[src/rtl/ebab_arbiter.sv]
// ebab_arbiter: round-robin sharing of one EBAB bridge port among NUM_REQ requesters
// Ports:
//   clk_clk, reset_reset                 clock, synchronous active-high reset
//   req_read / req_write                 per-requester level requests, held until req_acknowledge
//   req_address / req_byte_enable /
//   req_write_data                       packed per-requester operands, slice i = requester i
//   req_acknowledge / req_error          one-cycle completion / timeout pulse to the granted requester
//   req_read_data                        shared read data, valid in the ack cycle and held after
//   ebab_address/byte_enable/read/
//   write/write_data                     registered bridge drive
//   ebab_acknowledge / ebab_read_data    bridge completion and returned data
module ebab_arbiter #(
    parameter int NUM_REQ        = 2,
    parameter int ADDR_W         = 12,
    parameter int DATA_W         = 16,
    parameter int TIMEOUT_CYCLES = 255
) (
    input  logic                         clk_clk,
    input  logic                         reset_reset,
    input  logic [NUM_REQ-1:0]           req_read,
    input  logic [NUM_REQ-1:0]           req_write,
    input  logic [NUM_REQ*ADDR_W-1:0]    req_address,
    input  logic [NUM_REQ*DATA_W/8-1:0]  req_byte_enable,
    input  logic [NUM_REQ*DATA_W-1:0]    req_write_data,
    output logic [NUM_REQ-1:0]           req_acknowledge,
    output logic [NUM_REQ-1:0]           req_error,
    output logic [DATA_W-1:0]            req_read_data,
    output logic [ADDR_W-1:0]            ebab_address,
    output logic [DATA_W/8-1:0]          ebab_byte_enable,
    output logic                         ebab_read,
    output logic                         ebab_write,
    output logic [DATA_W-1:0]            ebab_write_data,
    input  logic                         ebab_acknowledge,
    input  logic [DATA_W-1:0]            ebab_read_data
);
    localparam int BE_W = DATA_W / 8;
    localparam int IW   = (NUM_REQ > 1) ? $clog2(NUM_REQ) : 1;

    typedef enum logic [1:0] {IDLE, ISSUE, DONE} state_t;

    state_t              state_q, state_d;
    logic [IW-1:0]       rr_q, rr_d, gnt_q, gnt_d, pick;
    logic [15:0]         cnt_q, cnt_d;
    logic [ADDR_W-1:0]   addr_q, addr_d;
    logic [BE_W-1:0]     be_q, be_d;
    logic [DATA_W-1:0]   wd_q, wd_d, rdata_q, rdata_d;
    logic                rd_q, rd_d, wr_q, wr_d, found;
    logic [NUM_REQ-1:0]  ack_q, ack_d, err_q, err_d, req_any, gnt_oh;

    assign req_any = req_read | req_write;
    assign gnt_oh  = NUM_REQ'(1) << gnt_q;

    // Descending scan so the requester closest above the rr pointer is assigned last and wins.
    always_comb begin
        found = 1'b0;
        pick  = '0;
        for (int k = NUM_REQ - 1; k >= 0; k--) begin
            if (req_any[(int'(rr_q) + k) % NUM_REQ]) begin
                found = 1'b1;
                pick  = IW'((int'(rr_q) + k) % NUM_REQ);
            end
        end
    end

    always_comb begin
        state_d = state_q;
        rr_d    = rr_q;
        gnt_d   = gnt_q;
        cnt_d   = cnt_q;
        addr_d  = addr_q;
        be_d    = be_q;
        wd_d    = wd_q;
        rd_d    = rd_q;
        wr_d    = wr_q;
        rdata_d = rdata_q;
        ack_d   = '0;
        err_d   = '0;
        case (state_q)
            IDLE: if (found) begin
                state_d = ISSUE;
                gnt_d   = pick;
                cnt_d   = '0;
                addr_d  = req_address[pick*ADDR_W +: ADDR_W];
                be_d    = req_byte_enable[pick*BE_W +: BE_W];
                wd_d    = req_write_data[pick*DATA_W +: DATA_W];
                wr_d    = req_write[pick];
                rd_d    = ~req_write[pick];
            end
            ISSUE: if (ebab_acknowledge) begin
                state_d = DONE;
                rd_d    = 1'b0;
                wr_d    = 1'b0;
                ack_d   = gnt_oh;
                rdata_d = rd_q ? ebab_read_data : rdata_q;
            end else if (cnt_q == 16'(TIMEOUT_CYCLES - 1)) begin
                state_d = DONE;
                rd_d    = 1'b0;
                wr_d    = 1'b0;
                ack_d   = gnt_oh;
                err_d   = gnt_oh;
            end else begin
                cnt_d = cnt_q + 16'd1;
            end
            DONE: begin
                state_d = IDLE;
                rr_d    = (int'(gnt_q) == NUM_REQ - 1) ? '0 : gnt_q + 1'b1;
            end
            default: state_d = IDLE;
        endcase
    end

    always_ff @(posedge clk_clk) begin
        if (reset_reset) begin
            state_q <= IDLE;
            rr_q    <= '0;
            gnt_q   <= '0;
            cnt_q   <= '0;
            addr_q  <= '0;
            be_q    <= '0;
            wd_q    <= '0;
            rd_q    <= 1'b0;
            wr_q    <= 1'b0;
            rdata_q <= '0;
            ack_q   <= '0;
            err_q   <= '0;
        end else begin
            state_q <= state_d;
            rr_q    <= rr_d;
            gnt_q   <= gnt_d;
            cnt_q   <= cnt_d;
            addr_q  <= addr_d;
            be_q    <= be_d;
            wd_q    <= wd_d;
            rd_q    <= rd_d;
            wr_q    <= wr_d;
            rdata_q <= rdata_d;
            ack_q   <= ack_d;
            err_q   <= err_d;
        end
    end

    assign req_acknowledge  = ack_q;
    assign req_error        = err_q;
    assign req_read_data    = rdata_q;
    assign ebab_address     = addr_q;
    assign ebab_byte_enable = be_q;
    assign ebab_read        = rd_q;
    assign ebab_write       = wr_q;
    assign ebab_write_data  = wd_q;
endmodule

[config.mk]
export PLATFORM = sky130hd
export DESIGN_NAME = ebab_arbiter
export DESIGN_NICKNAME = d
export VERILOG_FILES = /design/src/rtl/ebab_arbiter.sv
export SDC_FILE = /design/constraint.sdc
export NUM_CORES = 1
export LEC_CHECK = 0
export BUFFER_PORTS_ARGS = -buffer_cell sky130_fd_sc_hd__buf_2
export CORE_MARGIN = 2
export CORE_UTILIZATION = 40
export DETAILED_ROUTE_END_ITERATION = 10
export PLACE_DENSITY = 0.73
export RECOVER_POWER = 25
export SLEW_MARGIN = 40
export SYNTH_ARGS = -nofsm -noshare
export SYNTH_HDL_FRONTEND = slang
export SYNTH_SLANG_ARGS = --single-unit
[constraint.sdc]
create_clock -name clk_clk -period 2 [get_ports clk_clk]
set_input_delay 0.1 -clock clk_clk [delete_from_list [all_inputs] [get_ports clk_clk]]
set_output_delay 0.1 -clock clk_clk [all_outputs]
set_load 0.05 [all_outputs]
# After elaboration in Yosys (flattened, before gate mapping)
# Index checks and enable logic that the tools add are counted.
dict set report word_totals {
  ff_bits 72
  inputBits 83
}
dict set report classes {
  n_addsub 3
  multipliers 1
  order_cmp 3
  eq_ne 7
  shifts 4
  muxes 28
  bitwise_logic 4
  n_reduce_logical 9
}
# operator count
set op_table {}
lappend op_table {{$mux W16} 3}
lappend op_table {{$pmux W16 S2} 1}
lappend op_table {{$shiftx A32 B6 Y16} 1}
lappend op_table {{$shiftx A24 B6 Y12} 1}
lappend op_table {{$add A16 B1 Y16 const B} 1}
lappend op_table {{$eq A16 B8 Y1 const B} 1}
lappend op_table {{$mux W1} 16}
lappend op_table {{$mux W2} 5}
lappend op_table {{$ne A2 B2 Y1 const B} 3}
lappend op_table {{$reduce_and A3 Y1} 2}
lappend op_table {{$lt A1 B2 Y1 const B} 2}
lappend op_table {{$pmux W1 S2} 2}
lappend op_table {{$pmux W2 S2} 1}
lappend op_table {{$reduce_and A2 Y1} 2}
lappend op_table {{$reduce_and A4 Y1} 1}
lappend op_table {{$shiftx A4 B3 Y2} 1}
lappend op_table {{$lt A2 B3 Y1 const B} 1}
lappend op_table {{$mul A1 B2 Y3 const B} 1}
lappend op_table {{$ne A3 B3 Y1 const B} 1}
lappend op_table {{$reduce_or A3 Y1} 1}
lappend op_table {{$add A1 B1 Y1 const B} 2}
lappend op_table {{$eq A2 B1 Y1 const B} 1}
lappend op_table {{$eq A2 B2 Y1 const B} 1}
lappend op_table {{$logic_not A2 Y1} 1}
lappend op_table {{6 further kinds} 7}

# Logic depth before layout (Yosys ltp)
# Gate-level depths: netlist of the first run.
dict set report depth {
  ltp_word 12
  depth_mapped 8
  depth_no_buf 7
}

# Worst setup path after synthesis of the first run
# OpenSTA, ideal clock, no wires.
dict set report synth_path {
  path_type {register -> register}
  startpoint {register cnt_q[0]}
  endpoint {register cnt_q[14]}
  setup_ns 0.120
  arrival_time_ns 1.556
  required_ns 1.880
  path_slack_ns 0.324
  stages_incl_launch_ff 8
  n_path_buf 0
  cell_sequence {dfxtp_1 > inv_1 > ha_1 > and3_1 > nand3_1 > o22ai_2 > and2_1 > a211o_1}
}
dict set report synth_between {
  elab_chain_cells 4
  word_cells_on_any_way 7
  cone_classes {add/sub (1); eq/ne (2); mux (3); reduce/logical (1)}
}
# item line
set synth_rtl {}
lappend synth_rtl {{from (decl)} 43} ;# logic [15:0] cnt_q, cnt_d;
lappend synth_rtl {{from (signal assigned)} 130} ;# cnt_q <= cnt_d;
lappend synth_rtl {{$add A16 B1 Y16} 102} ;# cnt_d = cnt_q + 16'd1;
lappend synth_rtl {{$mux W16} 95} ;# end else if (cnt_q == 16'(TIMEOUT_CYCLES - 1)) begin
lappend synth_rtl {{$mux W16} 89} ;# ISSUE: if (ebab_acknowledge) begin
lappend synth_rtl {{$pmux W16 S2} 78} ;# case (state_q)
# Several ways; a longest one is shown, not always the timed one. The select of a mux whose other input is x is not followed.
# A chain may end at the register's enable or synchronous reset.

# Worst setup path after layout of the first run
dict set report layout_path {
  startpoint {register cnt_q[11]}
  endpoint {register cnt_q[4]}
}
dict set report layout_between {
  elab_chain_cells 3
}
# item line
set layout_rtl {}
lappend layout_rtl {{$eq A16 B8 Y1} 95}
lappend layout_rtl {{$ne A2 B2 Y1 (no source line)} n/a}
lappend layout_rtl {{$reduce_and A4 Y1 (no source line)} n/a}
# Every way passes these cells.

==> metrics.md, run 1 <==
| Metric | Value |
|---|---|
| Final Non-Filler Cells | `slightly above 600` |
| M1 GR Usage | `between 20% and 30%` |
| Most frequent cells in the layout | `buf_2 (104), dfxtp_1 (72), nor2_1 (49), nand2_1 (37), mux2i_1 (32)` |
| Max_cap viols | `0` |
| Avg Cell Area, Syn | `between 8 and 9 µm²` |
| Top_reg_cell synth | `dfxtp_1` |
| Syn nets | `roughly 440` |
| Largest net degree at the start of global routing | `41` |
| Final setup viols | `0` |
| DRT iter0 DRCs | `~110` |
| Worst R2R Setup Slack | `roughly 170 ps` |
| Cells on worst reg2reg path | `6` |
| Period minus WS final | `roughly 1800 ps` |
| Vias/cell | `between 5 and 6` |
| Inserted Clock Buffers | `9` |
| Synth-to-layout area growth | `35.4%` |
| WHS Endpoint | `ebab_address[10]` |
| Setup TNS Final | `0 ps` |
| Wire per inst | `between 10 and 15 µm` |
| Critical path class | `flip-flop to flip-flop` |
| Clock skew | `12.7 ps` |
| Dpl hpwl | `between 6 and 7 mm` |
| Slowest cell on the critical path | `nor4_1` |
| CTS max path bufs | `2` |
| Area after DPL | `roughly 0.004 mm²` |
| Hold wc startpoint | `req_address[22]` |
| Final wirelength | `about 8.1 mm` |
| WP data required | `2240 ps` |
| Hold Crit Class | `primary input to flip-flop` |
| Commonest non-fill, non-tap cell in the layout | `buf_2` |
| Place WS | `193 ps` |
| Reg2reg end | `cnt_q[4]` |
| GRT Util Overall | `between 10% and 20%` |
| Die Y | `roughly 93 µm` |
| Nets | `594` |
| # DRC | `0` |
| CTS tree | `done` |
| H-tree depth | `3` |
| GRT busiest layer | `met2` |
| Period utilization | `roughly 90%` |
| IO Count | `between 100 and 150` |
| First-pass GRT wire length | `roughly 13 mm` |
| Yosys warns | `0` |
| DIE AREA | `about 0.0086 mm²` |
| Clk root buf | `clkbuf_8` |
| Layout cells sized above 1 | `~27%` |
| Fin util | `roughly 56%` |
| Sequential fraction of the synthesis area | `a little under half` |
| Fin. Hold Viols | `0` |
| Synthesized cell area | `0.00317 mm²` |
| Mapped Cells | `between 300 and 400` |
| Slew Viols, Final | `0` |
| Critical path buffer and inverter count | `1` |
| Largest area contributor in the netlist | `dfxtp_1` |
| FMAX | `~550 MHz` |
| Worst setup EP type | `flip-flop` |
| GPL Wtd Cong | `0.938` |
| GRT overflow | `0` |
| Synth top area cells | `dfxtp_1 (46%), mux2i_1 (10%), a211oi_1 (7.1%), nor2_1 (5.8%), nand2_1 (4.4%)` |
| Cell area after layout | `about 0.0043 mm²` |
| Synthesized flop and latch total | `72` |
| Power density over cell area | `roughly 800 mW/mm²` |
| Fin worst setup slack | `between 150 and 200 ps` |
| Clock slew at reported path FFs | `around 80 ps` |
| Drt first pass iters | `5` |
| VDD IR-drop max | `just over 0.4 mV` |
| Core area | `between 0.007 and 0.008 mm²` |
| Antenna violations before repair | `0` |
| Synth async-reset ratio | `0%` |
| Arrival time at the worst endpoint | `2070 ps` |
| RSZ-0062 raised after global routing | `no` |
| Routed Antenna Nets | `0` |
| Met3 Use GR | `under 10%` |
| PortBufs | `roughly 130` |
| Vias in the first global route | `between 2k and 3k` |
| Hold depth | `3` |
| Via count | `about 3.2k` |
| Total clock sinks | `72` |
| Slew @ Worst Pin | `around 630 ps` |
| Crit path max fanout | `12` |
| Row cnt | `32` |
| Fill count | `just over 700` |
| Family with the most delay on the worst path | `simple AND/OR/NAND/NOR gates` |
| M2 GR Usage | `between 30% and 40%` |
| Status | `finished, final reports clean` |
| P_leak | `between 1.5 and 2 nW` |
| Latest clock arrival within the worst-skew pair | `350 ps` |
| CP cell instances | `nor4_1 > nand3_1 > o22ai_2 > buf_4 > o211ai_1 > o31ai_1` |
| Antenna Cells | `0` |
| Area share of the largest cell type after synthesis | `between 40% and 50%` |
| Worst slew margin | `between 50% and 60%` |
| Critical R2R Launch | `cnt_q[11]` |
| Startpoint Class | `flip-flop` |
| Starting density of the core | `41.2%` |
| Placed Instances | `about 600` |
| DIE WIDTH | `93.0 µm` |
| Number of enable flip-flop cells after synthesis | `0` |
| Max incr delay on CP | `between 400 and 500 ps` |
| Yosys cell types | `45` |
[tightest hold or removal path, delay by kind of cell]
kind	cells	cell delay (ps)
compound gates	1	80
mux	1	110
buf+inv	1	90
[through the flow]
step	hold slack (ps)	total power, mW
floorplan	236	2.17
global placement	342	2.41
detailed placement	352	2.42
CTS	72.9	3.46
global route	83.0	3.56
finish	87.1	3.40
[timing repair]
action / 4_1_cts / 5_1_grt
resized for setup: 0 / 1
endpoints found under the setup margin: 0 / 2
buffers inserted: 0 / 0
hold buffers: 16 / 0
endpoints found under the hold margin: 16 / 0
[worst max path at each step]
stage,start,end,slack [ps],depth (start not counted)
after floorplan,cnt_q[0],cnt_q[14],320,7
after global placement,cnt_q[11],cnt_q[14],240,5
after detailed placement,cnt_q[11],cnt_q[15],190,5
after CTS,cnt_q[11],cnt_q[15],160,5
after global routing,cnt_q[0],cnt_q[4],30,8
final,cnt_q[11],cnt_q[4],170,6
[report_power, final]
| group | internal [mW] | switching, mW |
|---|---|---|
| sequential | 1.52 | 0.0537 |
| combinational | 0.262 | 0.559 |
| clock | 0.454 | 0.548 |
| total | 2.24 | 1.16 |
[cell type report]
cell class                 instances  area, µm²  area share, %
multi-input combinational        260       1640           38.2
sequential                        72       1440           33.6
timing repair buffer             161        888           20.7
clock buffer                      10        128           2.98
tap                              102        128           2.98
clock inverter                     6       42.5          0.993
inverter                           5       18.8          0.438
[logic make-up after synthesis]
family | Yosys count | share of synthesized area, %
compound gates | 88 | 18.5
fa+ha+maj | 2 | 0.790
simple gates | 138 | 21.5
buf+inv | 27 | 3.56
mux | 32 | 10.1
flops | 72 | 45.5
[synth_stat cells, types with 4 or more instances]
master / number
nor3_1: 4
nor2_1: 49
mux2i_1: 32
nand3_1: 12
clkbuf_1: 14
a211oi_1: 30
nand2b_1: 4
nand2_1: 37
buf_2: 5
nand4_1: 4
a21oi_1: 26
and3_1: 7
o31ai_1: 4
o21ai_1: 4
inv_1: 5
o211ai_1: 6
dfxtp_1: 72
[flip-flops by register name, summed over array words and instances, names as in the netlist]
name / cells
req_error: 2
cnt_q: 16
req_acknowledge: 2
ebab_read: 1
state_q: 2
ebab_address: 12
ebab_write: 1
ebab_byte_enable: 2
rr_q: 1
gnt_q: 1
req_read_data: 16
ebab_write_data: 16
[per-layer routing]
| layer | part of all wire, % | routed length (µm) | vias up |
|---|---|---|---|
| met4 | 1.6 | 128 | 0 |
| met1 | 43 | 3480 | 1424 |
| met2 | 48 | 3860 | 124 |
| met5 | 0 | 0 | - |
| li1 | - | - | 1593 |
| met3 | 7.9 | 640 | 11 |
No activity file was read; power rests on OpenSTA's default activity.
==> inputs of run 2 (changes only) <==
--- a/config.mk
+++ b/config.mk
@@ -5,11 +5,13 @@
 export SDC_FILE = /design/constraint.sdc
 export NUM_CORES = 1
 export LEC_CHECK = 0
+export ABC_AREA = 1
 export BUFFER_PORTS_ARGS = -buffer_cell sky130_fd_sc_hd__buf_2
 export CORE_MARGIN = 2
 export CORE_UTILIZATION = 40
+export CTS_BUF_LIST = sky130_fd_sc_hd__clkbuf_2 sky130_fd_sc_hd__clkbuf_4 sky130_fd_sc_hd__clkbuf_8
 export DETAILED_ROUTE_END_ITERATION = 10
-export PLACE_DENSITY = 0.73
+export PLACE_DENSITY = 0.72
 export RECOVER_POWER = 25
 export SLEW_MARGIN = 40
 export SYNTH_ARGS = -nofsm -noshare
==> constraint.sdc (replaced) <==
create_clock -name clk_clk -period 2.35 [get_ports clk_clk]
set_input_delay 0.1175 -clock clk_clk [delete_from_list [all_inputs] [get_ports clk_clk]]
set_output_delay 0.1175 -clock clk_clk [all_outputs]
set_load 0.05 [all_outputs]
==> run 2 against run 1 <==
  * Cell area rose by 2.0%
  * Flip-flop and latch count unchanged
  * Non-clock buffer count is 21 lower
  * Sequential share of layout area shrank 0.65 points
  * Synthesized area up 8.8%
  * Register-to-register slack gained 550 ps
  * Sequential power is 16% lower
  * Worst hold slack lost 58 ps
  * Setup slack better by 550 ps
  * Clock skew fell by 5.9 ps
  * Die area grew 8.4%
  * Clock power is 10% higher
  * Largest cell class unchanged
==> metrics.md, run 2 <==
| Metric | Value |
|---|---|
| Status | `finished, final reports clean` |
| Worst setup EP type | `flip-flop` |
| Yosys warns | `0 (unchanged)` |
| Worst R2R Setup Slack | `720 ps (+550 ps)` |
| Family with the most delay on the worst path | `simple AND/OR/NAND/NOR gates` |
| Sequential fraction of the synthesis area | `41.8% (-3.7 points)` |
| Total clock sinks | `72 (unchanged)` |
| Critical path class | `flip-flop to flip-flop` |
| GPL Wtd Cong | `0.894 (-4.7%)` |
| Clock skew | `6.76 ps (-5.91 ps)` |
| Antenna violations before repair | `0 (unchanged)` |
| Cts hold-fix bufs | `0 (-16)` |
| Number of enable flip-flop cells after synthesis | `0 (unchanged)` |
| FMAX | `614 MHz (+12%)` |
| DIE AREA | `0.00937 mm² (+8.4%)` |
| Antenna Cells | `0 (unchanged)` |
| Most frequent CP cell | `nor2_1` |
| DRT iter0 DRCs | `119 (+6.3%)` |
| Crit path max fanout | `17 (+5)` |
| Row cnt | `33 (+3.1%)` |
| Top_reg_cell synth | `dfxtp_1` |
| Core area | `0.00830 mm² (+8.0%)` |
| Count leader, synth | `nand2_1` |
| Syn nets | `614 (+38%)` |
| Routed Antenna Nets | `0 (unchanged)` |
| Fin. Hold Viols | `0 (unchanged)` |
| Latest clock arrival within the worst-skew pair | `340 ps (about the same)` |
| Starting density of the core | `41.5% (+0.33 points)` |
| Drt first pass iters | `4 (-1)` |
| Largest net degree at the start of global routing | `41 (unchanged)` |
| Max_cap viols | `0 (unchanged)` |
| Avg Cell Area, Syn | `6.51 µm² (-26%)` |
| Synth async-reset ratio | `0% (unchanged)` |
| RSZ-0062 raised after global routing | `no` |
| Dpl hpwl | `6.53 mm (+8.0%)` |
| Vias/cell | `4.74 (-7.4%)` |
| H-tree depth | `3 (unchanged)` |
| Arrival time at the worst endpoint | `1910 ps (-160 ps)` |
| CTS max path bufs | `2 (unchanged)` |
| Top layer in use | `met4` |
| Footprint of the multi-input gates | `0.00173 mm² (+5.6%)` |
| Commonest non-fill, non-tap cell in the layout | `nand2_1` |
| VDD IR-drop max | `0.267 mV (-35%)` |
| Layout cells sized above 1 | `21.6% (-5.7 points)` |
| Setup TNS Final | `0 ps (unchanged)` |
| Synth cell count leaders | `nand2_1 (221), dfxtp_1 (72), nor2_1 (64)` |
| Startpoint Class | `flip-flop` |
| Worst slew margin | `59.2% (+0.92 points)` |
| WL met2 | `4.16 mm (+7.6%)` |
| Synth-to-layout area growth | `26.8%` |
| WP data required | `2630 ps (+390 ps)` |
| GRT overflow | `0 (unchanged)` |
| Final setup viols | `0 (unchanged)` |
| P_leak | `2.15 nW (+7.8%)` |
| Via count | `3638 (+15%)` |
| IO Count | `135 (unchanged)` |
| Slew Viols, Final | `0 (unchanged)` |
| Synth top area cells | `dfxtp_1 (42%), nand2_1 (24%), nor2_1 (7.0%), a21oi_1 (5.4%), inv_1 (3.8%)` |
| Max incr delay on CP | `410 ps (-20 ps)` |
| CTS tree | `done` |
| Period utilization | `69.3% (-22 points)` |
| Slowest cell on the critical path | `dfxtp_1` |
| Reg area | `0.00144 mm² (unchanged)` |
| Yosys cell types | `29 (-36%)` |
| Met1 Routed Length | `3.96 mm (+14%)` |
| Area share of the largest cell type after synthesis | `41.8% (-3.7 points)` |
| Wire per inst | `11.4 µm (-13%)` |
| GRT Util Overall | `18.8% (-0.59 points)` |
| Vias in the first global route | `3371 (+13%)` |
| Mapped Cells | `529 (+47%)` |
| Fin util | `52.6% (-3.1 points)` |
| Post-CTS Resized | `0 (unchanged)` |
| Synthesized flop and latch total | `72 (unchanged)` |
| # DRC | `0 (unchanged)` |
| Inserted Clock Buffers | `9 (unchanged)` |
| Synthesized cell area | `0.00344 mm² (+8.8%)` |
| Fill count | `851 (+20%)` |
| Met3 Routed Length | `610 µm (-4.7%)` |
| CP cell instances | `inv_1 > nor2_4 > inv_4 > nor2_8 > nand2_2 > inv_2 > nor2_1 > nor2_1` |
| Clock slew at reported path FFs | `70 ps (about the same)` |
| Period minus WS final | `1630 ps (-199 ps)` |
| Largest area contributor in the netlist | `dfxtp_1` |
| Nets | `743 (+25%)` |
| Clk root buf | `clkbuf_8` |
| DIE WIDTH | `96.8 µm (+4.1%)` |
| PortBufs | `134 (unchanged)` |
| Critical path buffer and inverter count | `3 (+2)` |
| Die Y | `96.8 µm (+4.1%)` |
| Most frequent cells in the layout | `nand2_1 (221), buf_2 (105), dfxtp_1 (72), nor2_1 (65), a21oi_1 (37)` |
| Power density over cell area | `698 mW/mm² (-12%)` |
| Hold Crit Class | `primary input to flip-flop` |
| Slew @ Worst Pin | `614 ps (-13.9 ps)` |
| First-pass GRT wire length | `15.1 mm (+12%)` |
| Final wirelength | `8.78 mm (+8.2%)` |
| Setup bufs post-CTS | `0 (unchanged)` |
## run 2: cell count changes after synthesis, sizes merged, moves of 5 or more
| cell | before | now |
|---|---|---|
| nor2 | 50 | 69 |
| mux2i | 32 | 0 |
| clkbuf | 15 | 7 |
| o21ai | 8 | 27 |
| a211oi | 30 | 0 |
| buf | 7 | 15 |
| nand2 | 37 | 223 |
| and3 | 7 | 0 |
| a21oi | 26 | 40 |
| nand3 | 12 | 17 |
| inv | 5 | 41 |
| o211ai | 6 | 1 |
## run 2: cells by family after synthesis
family                   synth area share (%)
AO/OA/AOI/OAI                            10.6
XOR/XNOR                                 1.53
adder cells (fa/ha/maj)                 0.726
buffers and inverters                    7.85
flip-flops                               41.8
AND/OR/NAND/NOR                          37.4
## run 2: path summary, 6_finish.rpt
kind	from	cells past startpoint	to
min reg2reg	ebab_address[6]	2	ebab_address[6]
min	ebab_read_data[1]	3	req_read_data[1]
max	state_q[0]	8	req_read_data[3]
max reg2reg	state_q[0]	8	req_read_data[3]
## run 2: final cells by class
type	count	share of cell area, %
Timing Repair Buffer	140	15.5
Multi-Input combinational cell	394	39.6
Tap cell	105	3.01
Sequential cell	72	33.0
Clock buffer	11	3.47
Inverter	41	3.58
Clock inverter	5	1.80
## run 2: stage by stage
step / setup WS [ps] / cells / power [mW] / instance area, µm² / hold WS (ps)
after global routing: 493 / 768 / 3.21 / 4370 / 27.5
after global placement: 786 / 752 / 1.98 / 4180 / 366
after CTS: 733 / 768 / 3.10 / 4410 / 18.3
after floorplan: 1010 / 529 / 1.81 / 3440 / 282
after detailed placement: 738 / 752 / 1.99 / 4180 / 381
final: 722 / 768 / 3.05 / 4370 / 28.8
## run 2: worst reg2reg max path, delay by kind of cell, from the launching register on
kind | cells | cell delay, ps
buf+inv | 3 | 520
flops | 1 | 410
simple gates | 5 | 640
## run 2: per-layer routing
| metal | vias to the layer above | track usage [%] |
|---|---|---|
| met5 | - | 0 |
| met4 | 0 | 4.23 |
| met3 | 5 | 5.56 |
| met2 | 128 | 33.0 |
| met1 | 1609 | 22.8 |
| li1 | 1896 | - |
## run 2: report_power, final
| group | internal, mW | switching [mW] | total, mW |
|---|---|---|---|
| Combinational | 0.175 | 0.451 | 0.625 |
| Sequential | 1.29 | 0.0368 | 1.32 |
| Clock | 0.654 | 0.450 | 1.10 |
